## src/rtl/param_sp_ram.sv

```systemverilog
// -----------------------------------------------------------------------------
// param_sp_ram
//   Single-port RAM with byte-lane write enables, a selectable read-during-write
//   policy and a power-up clear sweep. After reset the array is zeroed one word
//   per cycle (busy=1, requests ignored), then normal accesses are accepted
//   every cycle.
//
// Parameters
//   DATA_W  : word width, multiple of 8
//   ADDR_W  : address width, DEPTH = 2**ADDR_W
//   RW_MODE : 0 = READ_FIRST, 1 = WRITE_FIRST, 2 = NO_CHANGE
//
// Ports
//   clock   in   rising-edge clock
//   reset   in   synchronous active-high reset
//   en      in   access request
//   we      in   1 = write, 0 = read (when en=1)
//   be      in   byte-lane write enables, bit i covers data_in[8i+7:8i]
//   addr    in   word address
//   data_in in   write data
//   q       out  registered read data (holds between reads)
//   q_valid out  one-cycle pulse when q was updated
//   busy    out  high during reset and the clear sweep
//
// Configuration
//   PARAM_SP_RAM_OUTREG_EN : adds one output register stage (read latency 2).
// -----------------------------------------------------------------------------
module param_sp_ram #(
   parameter int DATA_W  = 8,
   parameter int ADDR_W  = 6,
   parameter int RW_MODE = 0
) (
   input  logic                  clock,
   input  logic                  reset,
   input  logic                  en,
   input  logic                  we,
   input  logic [DATA_W/8-1:0]   be,
   input  logic [ADDR_W-1:0]     addr,
   input  logic [DATA_W-1:0]     data_in,
   output logic [DATA_W-1:0]     q,
   output logic                  q_valid,
   output logic                  busy
);

   localparam int DEPTH = 2 ** ADDR_W;
   localparam int LANES = DATA_W / 8;

   generate
      if ((DATA_W % 8) != 0 || DATA_W < 8) begin : g_bad_data_w
         $error("param_sp_ram: DATA_W must be a non-zero multiple of 8");
      end
      if (RW_MODE < 0 || RW_MODE > 2) begin : g_bad_rw_mode
         $error("param_sp_ram: RW_MODE must be 0, 1 or 2");
      end
   endgenerate

   typedef enum logic {
      ST_INIT,
      ST_RUN
   } state_t;

   state_t              r_state;
   logic [ADDR_W-1:0]   r_count;
   logic                r_busy;
   logic [DATA_W-1:0]   r_q;
   logic                r_q_valid;
   logic [DATA_W-1:0]   r_mem [DEPTH];

   logic [DATA_W-1:0]   w_rd_word;
   logic [DATA_W-1:0]   w_merged;

   assign w_rd_word = r_mem[addr];

   // Post-write view of the addressed word, used for WRITE_FIRST readback.
   always_comb begin
      // NOTE: combinational logic uses blocking '=' with a default first, so no latch is inferred.
      w_merged = w_rd_word;
      for (int i = 0; i < LANES; i++) begin
         if (be[i]) w_merged[8*i +: 8] = data_in[8*i +: 8];
      end
   end

   // NOTE: the array itself has no reset; the INIT sweep clears it, which keeps it mappable to RAM.
   always_ff @(posedge clock) begin
      if (!reset) begin
         if (r_state == ST_INIT) begin
            r_mem[r_count] <= '0;
         end else if (en && we) begin
            for (int i = 0; i < LANES; i++) begin
               if (be[i]) r_mem[addr][8*i +: 8] <= data_in[8*i +: 8];
            end
         end
      end
   end

   // Control FSM with registered busy and first-stage read data.
   always_ff @(posedge clock) begin
      if (reset) begin
         r_state   <= ST_INIT;
         r_count   <= '0;
         r_busy    <= 1'b1;
         r_q       <= '0;
         r_q_valid <= 1'b0;
      end else begin
         r_q_valid <= 1'b0;
         case (r_state)
            ST_INIT: begin
               r_count <= r_count + 1'b1;
               if (r_count == '1) begin
                  r_state <= ST_RUN;
                  r_busy  <= 1'b0;
               end
            end
            ST_RUN: begin
               if (en) begin
                  if (!we) begin
                     r_q       <= w_rd_word;
                     r_q_valid <= 1'b1;
                  end else if (RW_MODE == 0) begin
                     r_q       <= w_rd_word;
                     r_q_valid <= 1'b1;
                  end else if (RW_MODE == 1) begin
                     r_q       <= w_merged;
                     r_q_valid <= 1'b1;
                  end
                  // NO_CHANGE: q holds, no valid pulse on a write.
               end
            end
            default: begin
               r_state <= ST_INIT;
               r_count <= '0;
               r_busy  <= 1'b1;
            end
         endcase
      end
   end

   // Reset is also reflected immediately so busy is high for the whole reset window.
   assign busy = r_busy | reset;

`ifdef PARAM_SP_RAM_OUTREG_EN
   logic [DATA_W-1:0]   r_q_out;
   logic                r_q_valid_out;

   always_ff @(posedge clock) begin
      if (reset) begin
         r_q_out       <= '0;
         r_q_valid_out <= 1'b0;
      end else begin
         r_q_out       <= r_q;
         r_q_valid_out <= r_q_valid;
      end
   end

   assign q       = r_q_out;
   assign q_valid = r_q_valid_out;
`else
   assign q       = r_q;
   assign q_valid = r_q_valid;
`endif

endmodule

```

## config.mk

```make
export PLATFORM = sky130hd
export DESIGN_NAME = param_sp_ram
export DESIGN_NICKNAME = d
export VERILOG_FILES = /design/src/rtl/param_sp_ram.sv
export SDC_FILE = /design/constraint.sdc
export NUM_CORES = 1
export LEC_CHECK = 0
export ABC_AREA = 1
export CAP_MARGIN = 0
export CORE_ASPECT_RATIO = 0.8
export CORE_UTILIZATION = 60
export DETAILED_ROUTE_END_ITERATION = 8
export PLACE_DENSITY_LB_ADDON = 0.08
export SETUP_SLACK_MARGIN = 0.4
export SYNTH_ARGS = -nofsm -noshare
export SYNTH_HDL_FRONTEND = slang
export SYNTH_SLANG_ARGS = --single-unit
```

## constraint.sdc

```tcl
create_clock -name clock -period 4.6 [get_ports clock]
set_clock_uncertainty 0.1 [all_clocks]
set_input_delay 0.46 -clock clock [delete_from_list [all_inputs] [get_ports clock]]
set_output_delay 0.46 -clock clock [all_outputs]
set_load 0.01 [all_outputs]
```

# Yosys cells after proc, flatten, opt, wreduce, memory -nomap -nowiden
# Memory sizes are Yosys's and may differ from the RTL's. A register that Yosys moved wholly into a read port is not among the register bits.
# Index checks and enable logic that the tools add are counted.
# totals
ff_bits,9
latch_bits,0
ramBits,512
mem_bits_ro,0
in_bits,19
output_inout_bits,10
word_cells,28
memories,1
# classes
n_addsub,1
mul,0
div_mod_pow,0
magnitude_cmp,0
n_eq_ne,1
shift,0
muxes,14
n_bitwise,2
reduce_logical,5
# mem_list
memory,depth,width,read_ports,rd_clocked_by_memory_dff,write_ports,line_no,source
r_mem,64,8,1,1,1,67,logic [DATA_W-1:0] r_mem [DEPTH];
# op_table
cell,count
$mux W1,12
$mux W8,1
$reduce_or A8 Y1,1
$add A6 B1 Y6 const B,1
$eq A6 B6 Y1 const B,1
$mux W6,1
$reduce_and A2 Y1,2
$reduce_or A2 Y1,1
$logic_and A1 B1 Y1,1
$not A1 Y1,1
$or A1 B1 Y1,1

# Depth between registers and ports, before layout
# Gate-level depths: netlist (run 1).
# logic_depth
ltp_word,7
depth_mapped,14
mapped_depth_nobuf,11

# Least setup slack after synthesis (run 1)
# No wires, ideal clock.
# synth_path
path_kind,input to register
from,input port en
to,memory r_mem[0][0] (data pin)
setup_ns,0.499
arrival_ns,2.417
required_time_ns,4.001
setup_slack_ns,1.585
stages,5
path_buffers,1
cell_sequence,nand2_1 > nor2_2 > nand3_1 > buf_2 > nor2_1
# synth_between
elab_chain_cells,7
# synth_rtl
item,line_no,source
start: declaration,35,"input logic en,"
$logic_and A1 B1 Y1,88,end else if (en && we) begin
$mux W1,88,
$mux W1,86,if (r_state == ST_INIT) begin
$mux W1,85,if (!reset) begin
$mux W1 (implied by the code),90,if (be[i]) r_mem[addr][8*i +: 8] <= data_in[8*i +: 8];
$reduce_or A8 Y1 (no source line),-,
$mux W8 (no source line),-,
end: declaration,67,
# No other way between the ends.

# Worst setup path in the final report (run 1)
# layout_path
from,register r_state
to,"memory r_mem[56][4], enable pin"
# layout_between
elab_chain_cells,5
word_cells_on_any_way,9
classes_between,mux: 8; reduce/logical: 1
# layout_rtl
item,line_no,source
start: declaration,62,state_t r_state;
start signal: assignment,99,r_state <= ST_INIT;
start signal: assignment,110,r_state <= ST_RUN;
start signal: assignment,130,r_state <= ST_INIT;
$mux W1,86,
$mux W1,85,
$mux W1 (implied by the code),90,
$reduce_or A8 Y1 (no source line),-,
$mux W6 (no source line) / $mux W1 (equally long branches),-,
# Several ways; a longest one is shown, not always the timed one.

==> impl_metrics.tcl, run 1 <==
set metrics [dict create \
    outcome "complete, no violations" \
    wl_met2_um 25500 \
    final.setup.worst_slack_ns 0.756 \
    core_area_um2 35000 \
    hold_viol_final 0 \
    p_leak_nw 9.21 \
    path_clk_slew_ns 0.06 \
    clock_latency_ns 0.58 \
    cp_max_fo 14 \
    post-cts-setup-buffers 0 \
    avgSynthCellArea_um2 11.4 \
    via_count 14500 \
    postSynthCellCount 1886 \
    route.detailed.drc 0 \
    syn-cell-area_um2 21600 \
    grt_max_degree 145 \
    final-setup-viol-count 0 \
    final_cells 2417 \
    slew_viol_final 0 \
    fp-row-count 61 \
    r2r_slack_ns 0.76 \
    powerDensity_nw_per_um2 410 \
    clock-root-buffer "clkbuf_16" \
    drive_above_1_share_pct 7.76 \
    synth_warnings 0 \
    layout.nets 1926 \
    die_x_um 214 \
    grt-ovfl-total 0 \
    grt_pass1_vias 13900 \
    ctsResizeCount 0 \
    cp-startpoint "r_state" \
    hpwl_um 31600 \
    htree_levels 2 \
    max_cap_violations 0 \
    synth_seq_cells 529 \
    gp_congestion 0.881 \
    highest_layer "met4" \
    synth_xor_area_share_pct 0 \
    synth_compound_area_share_pct 0.528 \
    syn_to_final_growth_pct 12.1 \
    synth_top_family_by_area "simple AND/OR/NAND/NOR gates" \
    io_buffers 28 \
    fin_setup_tns_ns 0 \
    wl_per_cell_um 22.5 \
    worst_slew_pin_slew_ns 0.927 \
    grt_setup_unrepaired "false" \
    min_period_ns 3.84 \
    synth_adder_area_share_pct 0.0580 \
    antenna_found_initial 0 \
    critPathCapture "r_mem[56][4]" \
    synthSimpleGateAreaFrac_pct 23.7 \
    drt_iter0_drc 1880 \
    synth_cell_types 24 \
    hold_slack_ns 0.417 \
    worstReg2RegEnd "r_mem[56][4]" \
    muxShareOfSynthArea_pct 0 \
    tritoncts.num_buffers 50 \
    power_mw 9.92 \
    critPathKind "reg -> reg" \
    ir_drop_v 0.000353 \
    cts_tree "done" \
    fin_crit_sh_pct 83.6 \
    final_area_um2 24200 \
    grt_pass1_wl_um 82800 \
    synth_nets 1906 \
    seq_area_frac_synth_pct 72.9 \
    holdBufCountCts 0 \
    ios 29 \
    reg2reg_from "r_state" \
    grt_use_total_pct 30.3 \
    clock_sinks 529 \
    cts_buffer_depth 3 \
    antennaDiodeCount 0 \
    wirelength_um 54300 \
    first_pass_iters 5 \
    fin_util_pct 69.0 \
    die_h_um 172 \
    die-area_um2 36700 \
    min_path_type "reg -> reg" \
    max-slew-margin-rel_pct 38.2 \
    place_inst 2326 \
    dp_slack_ns 0.347 \
    ant_nets 0 \
    placed_cell_area_um2 22500 \
    vias_per_cell 5.99 \
    start_kind "register" \
    required_ns 4.70 \
    fmax_mhz 260 \
    wl_met1_um 22200 \
    crit_arrival_ns 3.94 \
    reg2reg_depth 8 \
    initial_utilization_pct 61.6 \
    met3_length_um 5250 \
    end_kind "register" \
]
-- cell usage in the layout (no fill, tap or decap), drive strengths merged, types with 8 or more instances in the layout --
cell type      count
nand2            603
edfxtp           512
nand3            477
nor2              86
clkbuf            66
buf               57
inv               38
clkdlybuf4s50     25
dfxtp             17
clkinv            17
nor4               9
o21ai              9
nand4              8
-- power by group --
part	internal (mW)	leakage (nW)	total, mW	switching (mW)
sequential	5.22	5.93	5.22	0.00647
clock	2.53	0.831	4.26	1.73
combinational	0.116	2.45	0.441	0.324
total	7.86	9.21	9.92	2.06
-- area by class of cell --
class,instances,area [µm²]
Inverter,38,150
Timing Repair Buffer,82,717
Clock inverter,25,292
Fill cell,2505,10900
Tap cell,472,591
Sequential cell,529,15700
Clock buffer,66,1410
Multi-Input combinational cell,1205,5310
-- synthesized netlist by cell type --
cell,count,area [µm²]
a21oi_1,5,25.0
a31oi_1,1,6.26
buf_1,21,78.8
buf_2,19,95.1
buf_6,1,11.3
clkbuf_1,73,274
dfxtp_1,17,340
edfxtp_1,512,15400
ha_1,1,12.5
inv_1,35,131
inv_2,3,11.3
nand2_1,603,2260
nand3_1,476,2380
nand3_2,1,10.0
nand4_1,8,50.1
nor2_1,84,315
nor2_2,2,12.5
nor3_1,5,25.0
nor4_1,9,56.3
o21ai_0,3,15.0
o21ai_1,2,10.0
o21ai_2,1,8.76
o21ai_4,3,48.8
or2_2,1,6.26
-- sequential cells by signal, summed over array words and instances (netlist names) --
name and cells:
q_valid 1, r_state 1, r_count 6, r_mem 512, r_busy 1, q 8
-- worst max-delay path: stages (launching register included) --
cell,delay [ns]
dfxtp_1,0.44
nand2_1,0.12
nor2_2,0.21
nand3_1,0.56
nand2_1,0.34
o21ai_4,0.14
inv_2,0.16
nand4_1,0.56
nor2_1,0.83
-- how the worst min path moves through the flow --
stage                           from         end  slack [ns]  depth (start not counted)
after global routing      r_count[5]     r_state        0.43                          2
final                     r_count[5]     r_state        0.42                          2
after CTS                 r_count[4]  r_count[5]        0.42                          2
after global placement    r_count[4]  r_count[5]        0.39                          2
after detailed placement  r_count[5]     r_state        0.41                          2
after floorplan           r_count[5]  r_count[5]        0.36                          2
-- routing by layer --
layer | global-route usage (%) | up-vias
met1 | 42.9 | 6956
met4 | 9.73 | 0
li1 | - | 6668
met3 | 5.62 | 108
met5 | 0 | -
met2 | 48.1 | 749
-- cell families after synthesis --
group / count (synthesis)
flops: 529
simple gates: 1189
fa+ha+maj: 1
buf+inv: 152
compound gates: 15
Note: power is estimated with default switching activity, not from simulation.
==> run 2, diff against run 1 <==
--- a/config.mk
+++ b/config.mk
@@ -8,7 +8,7 @@
 export ABC_AREA = 1
 export CAP_MARGIN = 0
 export CORE_ASPECT_RATIO = 0.8
-export CORE_UTILIZATION = 60
+export CORE_UTILIZATION = 56
 export DETAILED_ROUTE_END_ITERATION = 8
 export PLACE_DENSITY_LB_ADDON = 0.08
 export SETUP_SLACK_MARGIN = 0.4
==> constraint.sdc (replaced) <==
create_clock -name clock -period 3.5 [get_ports clock]
set_clock_uncertainty 0.1 [all_clocks]
set_input_delay 0.35 -clock clock [delete_from_list [all_inputs] [get_ports clock]]
set_output_delay 0.35 -clock clock [all_outputs]
set_load 0.01 [all_outputs]
==> run 2 against run 1 <==
  * Global-route usage down 1.1 points
  * Die area up 7.1%
  * Critical path depth unchanged
  * First-iteration DRC count up 13%
  * Sequential power up 31%
  * Clock power up 26%
  * Sequential cell count unchanged
  * Register-to-register slack worse by 0.21 ns
==> impl_metrics.tcl, run 2 (same netlist as run 1, synthesis figures left out) <==
set metrics [dict create \
    die_h_um 178 \
    final_common_cell "nand2_1" \
    first_pass_iters 5 \
    via_count 14600 \
    cp-startpoint "r_state" \
    hold_slack_ns 0.323 \
    worstReg2RegEnd "r_mem[52][1]" \
    fmax_mhz 338 \
    ios 29 \
    min_period_ns 2.96 \
    antennaDiodeCount 0 \
    route.detailed.drc 0 \
    min-delay-start "reset" \
    end_kind "register" \
    drive_above_1_share_pct 10.7 \
    die-area_um2 39300 \
    antenna_found_initial 0 \
    wirelength_um 56300 \
    slew_viol_final 0 \
    fp-row-count 63 \
    reg2reg_depth 8 \
    initial_utilization_pct 57.5 \
    final-setup-viol-count 0 \
    critPathKind "reg -> reg" \
    final_cell_mix "nand2_1, edfxtp_1, nand3_1" \
    placed_cell_area_um2 23000 \
    clock_latency_ns 0.58 \
    grt-ovfl-total 0 \
    ant_nets 0 \
    syn_to_final_growth_pct 14.2 \
    vias_per_cell 5.89 \
    wl_per_cell_um 22.7 \
    io_buffers 28 \
    grt_setup_unrepaired "true" \
    hold_viol_final 0 \
    cp_max_fo 11 \
    fin_crit_sh_pct 84.4 \
    ir_drop_v 0.000510 \
    top_register "r_mem" \
    largest_register_ffs 512 \
    die_x_um 221 \
    gp_congestion 0.871 \
    path_clk_slew_ns 0.06 \
    layout.nets 1974 \
    holdBufCountCts 0 \
    start_kind "register" \
    clock-root-buffer "clkbuf_16" \
    required_ns 3.60 \
    max_cap_violations 0 \
    final_area_um2 24600 \
    core_area_um2 37500 \
    cts_tree "done" \
    clock_sinks 529 \
    drt_iter0_drc 2127 \
    cts_buffer_depth 3 \
    crit_arrival_ns 3.06 \
    fin_setup_tns_ns 0 \
    max-slew-margin-rel_pct 46.6 \
    hold_end "q_valid" \
    reg2reg_from "r_state" \
    r2r_slack_ns 0.54 \
    p_leak_nw 9.45 \
    tritoncts.num_buffers 51 \
    grt_pass1_vias 13900 \
    grt_max_degree 129 \
    hpwl_um 32600 \
    htree_levels 2 \
    worst_slew_pin_slew_ns 0.801 \
    min_path_type "in -> reg" \
    powerDensity_nw_per_um2 521 \
    outcome "complete, no violations" \
    grt_pass1_wl_um 84800 \
    grt_use_total_pct 29.2 \
    whs_path_depth 2 \
]
## run 2: how the worst max path moves through the flow
stage | endpoint
after floorplan | r_mem[0][0]
after global placement | r_mem[45][3]
after detailed placement | r_mem[45][1]
after CTS | r_mem[45][1]
after global routing | r_mem[44][0]
final | r_mem[52][1]
## run 2: timing repair
| action | 4_1_cts | 5_1_grt |
|---|---|---|
| setup endpoints to repair | 0 | 86 |
| resized for setup | 0 | 10 |
| setup buffers | 0 | 2 |
| hold endpoints to repair | 0 | 0 |
## run 2: area by class of cell
type                            instances  area [µm²]
Sequential cell                       529       15700
Clock buffer                           59        1370
Inverter                               38         150
Clock inverter                         30         250
Multi-Input combinational cell       1205        5350
Timing Repair Buffer                  129        1190
Fill cell                            2896       12900
Tap cell                              487         609
## run 2: worst max-delay path, stage by stage (launching register included)
cell,delay [ns]
dfxtp_1,0.48
nand2_1,0.14
nor2_2,0.24
nand3_2,0.24
buf_4,0.24
o21ai_4,0.26
nand4_1,0.14
buf_4,0.21
nor2_1,0.54
## run 2: per-stage QoR
stage,utilization [%],std cells,setup WS [ns],total power [mW]
floorplan,-,1886,0.544,7.37
global placement,61.2,2386,0.0797,7.58
detailed placement,61.2,2386,0.127,7.59
CTS,65.5,2475,0.417,12.9
global route,65.7,2477,0.390,13.2
finish,65.7,2477,0.545,12.8
## run 2: metal layers
metal,wire length [µm],up-vias,global-route usage [%]
met2,25200,747,44.8
met4,1290,0,8.07
met1,24500,6997,43.6
met3,5240,94,4.59
li1,-,6763,-
met5,0,-,0
## run 2: power by group
part,leakage (nW),total (mW),internal (mW),switching [mW]
Sequential,5.93,6.86,6.86,0.00802
Clock,0.799,5.37,3.08,2.29
Combinational,2.72,0.606,0.171,0.436
Total,9.45,12.8,10.1,2.74
==> run 3, diff against run 2 <==
--- a/config.mk
+++ b/config.mk
@@ -8,7 +8,7 @@
 export ABC_AREA = 1
 export CAP_MARGIN = 0
 export CORE_ASPECT_RATIO = 0.8
-export CORE_UTILIZATION = 56
+export CORE_UTILIZATION = 60
 export DETAILED_ROUTE_END_ITERATION = 8
 export PLACE_DENSITY_LB_ADDON = 0.08
 export SETUP_SLACK_MARGIN = 0.4
==> constraint.sdc (replaced) <==
create_clock -name clock -period 2.9 [get_ports clock]
set_clock_uncertainty 0.1 [all_clocks]
set_input_delay 0.29 -clock clock [delete_from_list [all_inputs] [get_ports clock]]
set_output_delay 0.29 -clock clock [all_outputs]
set_load 0.01 [all_outputs]
==> run 3 against run 2 <==
  * Clock-buffer cell count is 3 higher
  * Core utilization grew 5.6 points
  * Non-clock buffer count grew 35
  * First-iteration DRC count is 3.0% lower
  * Critical path depth is 3 higher
  * Combinational power increased by 26%
  * Clock power up 17%
  * Wire length shrank 2.4%
==> impl_metrics.tcl, run 3 (same netlist as run 1, synthesis figures left out) <==
set metrics [dict create \
    outcome "complete, no violations" \
    whs_path_depth 2 \
    syn_to_final_growth_pct 15.8 \
    crit_arrival_ns 2.64 \
    p_leak_nw 9.63 \
    fin_setup_tns_ns 0 \
    drive_above_1_share_pct 12.0 \
    slew_viol_final 0 \
    clock-root-buffer "clkbuf_16" \
    via_count 14800 \
    grt_pass1_wl_um 83000 \
    io_buffers 28 \
    hold_end "r_count[5]" \
    grt_pass1_vias 14100 \
    top_register "r_mem" \
    htree_levels 2 \
    wl_per_cell_um 22.0 \
    antenna_found_initial 0 \
    placed_cell_area_um2 23300 \
    ant_nets 0 \
    start_kind "register" \
    cts_tree "done" \
    reg2reg_from "r_state" \
    end_kind "register" \
    hold_viol_final 0 \
    max_cap_violations 0 \
    r2r_slack_ns 0.44 \
    gp_congestion 0.888 \
    crit_chain "nand2_2, nor2_4, nand3_4, buf_4, nand2_1, o21ai_4, inv_2, nand4_1, buf_4, nor2_1, buf_4" \
    slowest_stage "dfxtp_4" \
    worst_slew_pin_slew_ns 0.887 \
    final_cells 2497 \
    first_pass_iters 6 \
    fin_crit_sh_pct 84.7 \
    core_area_um2 35000 \
    grt_setup_unrepaired "false" \
    drt_iter0_drc 2064 \
    wirelength_um 54900 \
    die_x_um 214 \
    dp_slack_ns -0.110 \
    tritoncts.num_buffers 49 \
    grt_use_total_pct 30.4 \
    power_mw 15.3 \
    layout.nets 2007 \
    ios 29 \
    final.setup.worst_slack_ns 0.444 \
    worstReg2RegEnd "r_mem[57][2]" \
    die-area_um2 36700 \
    final_area_um2 25000 \
    grt-ovfl-total 0 \
    final-setup-viol-count 0 \
    antennaDiodeCount 0 \
    grt_max_degree 189 \
    final_cell_mix "nand2_1, edfxtp_1, nand3_1" \
    final_common_cell "nand2_1" \
    hpwl_um 32900 \
    min_period_ns 2.46 \
    critPathKind "reg -> reg" \
    clock_sinks 529 \
    hold_slack_ns 0.401 \
    required_ns 3.08 \
    initial_utilization_pct 61.6 \
    min_path_type "reg -> reg" \
    route.detailed.drc 0 \
    ir_drop_v 0.000523 \
    path_clk_slew_ns 0.06 \
    crit_top_cell "buf_4" \
    fp-row-count 61 \
    cts_buffer_depth 3 \
    max-slew-margin-rel_pct 40.9 \
    largest_register_ffs 512 \
    holdBufCountCts 0 \
    powerDensity_nw_per_um2 614 \
    cp_max_fo 8 \
    vias_per_cell 5.94 \
    die_h_um 172 \
    place_inst 2403 \
    fin_util_pct 71.3 \
    reg2reg_depth 11 \
    fmax_mhz 407 \
    critPathMaxStageDelay_ns 0.39 \
    min-delay-start "r_count[5]" \
    clock_latency_ns 0.57 \
]
[run 3: power breakdown]
part | internal [mW] | switching, mW | total [mW]
Sequential | 8.27 | 0.00934 | 8.28
Combinational | 0.229 | 0.537 | 0.766
Clock | 3.59 | 2.69 | 6.28
Total | 12.1 | 3.24 | 15.3
[run 3: per-layer routing]
metal / vias to the layer above / GRT usage, % / routed length (µm)
li1: 6828 / - / -
met1: 7142 / 43.3 / 22600
met2: 767 / 48.8 / 25500
met3: 95 / 5.27 / 5430
met4: 0 / 8.79 / 1450
met5: - / 0 / 0
[run 3: layout make-up]
type                       count  area, µm²
tap                          472        591
timing repair buffer         164       1520
clock inverter                27        234
inverter                      38        150
sequential                   529      15700
multi-input combinational   1205       5440
fill                        2417      10100
clock buffer                  62       1330
[run 3: what timing repair did]
item,4_1_cts,5_1_grt
buffers inserted,4,1
pin swaps,2,2
setup endpoints to repair,512,347
gates resized for setup,4,14
[run 3: worst max-delay path, delay by kind of cell (launching register included)]
kind | cells | cell delay, ns
compound gates | 1 | 0.09
flops | 1 | 0.39
buf+inv | 4 | 0.75
simple gates | 6 | 0.82
[run 3: worst max-delay path by stage]
stage / startpoint / to
2_1_floorplan: r_state / r_mem[0][0]
3_3_place_gp: en / r_mem[57][3]
3_5_place_dp: en / r_mem[57][2]
4_1_cts: r_state / r_mem[57][1]
5_1_grt: r_state / r_mem[57][4]
6_report: r_state / r_mem[57][2]
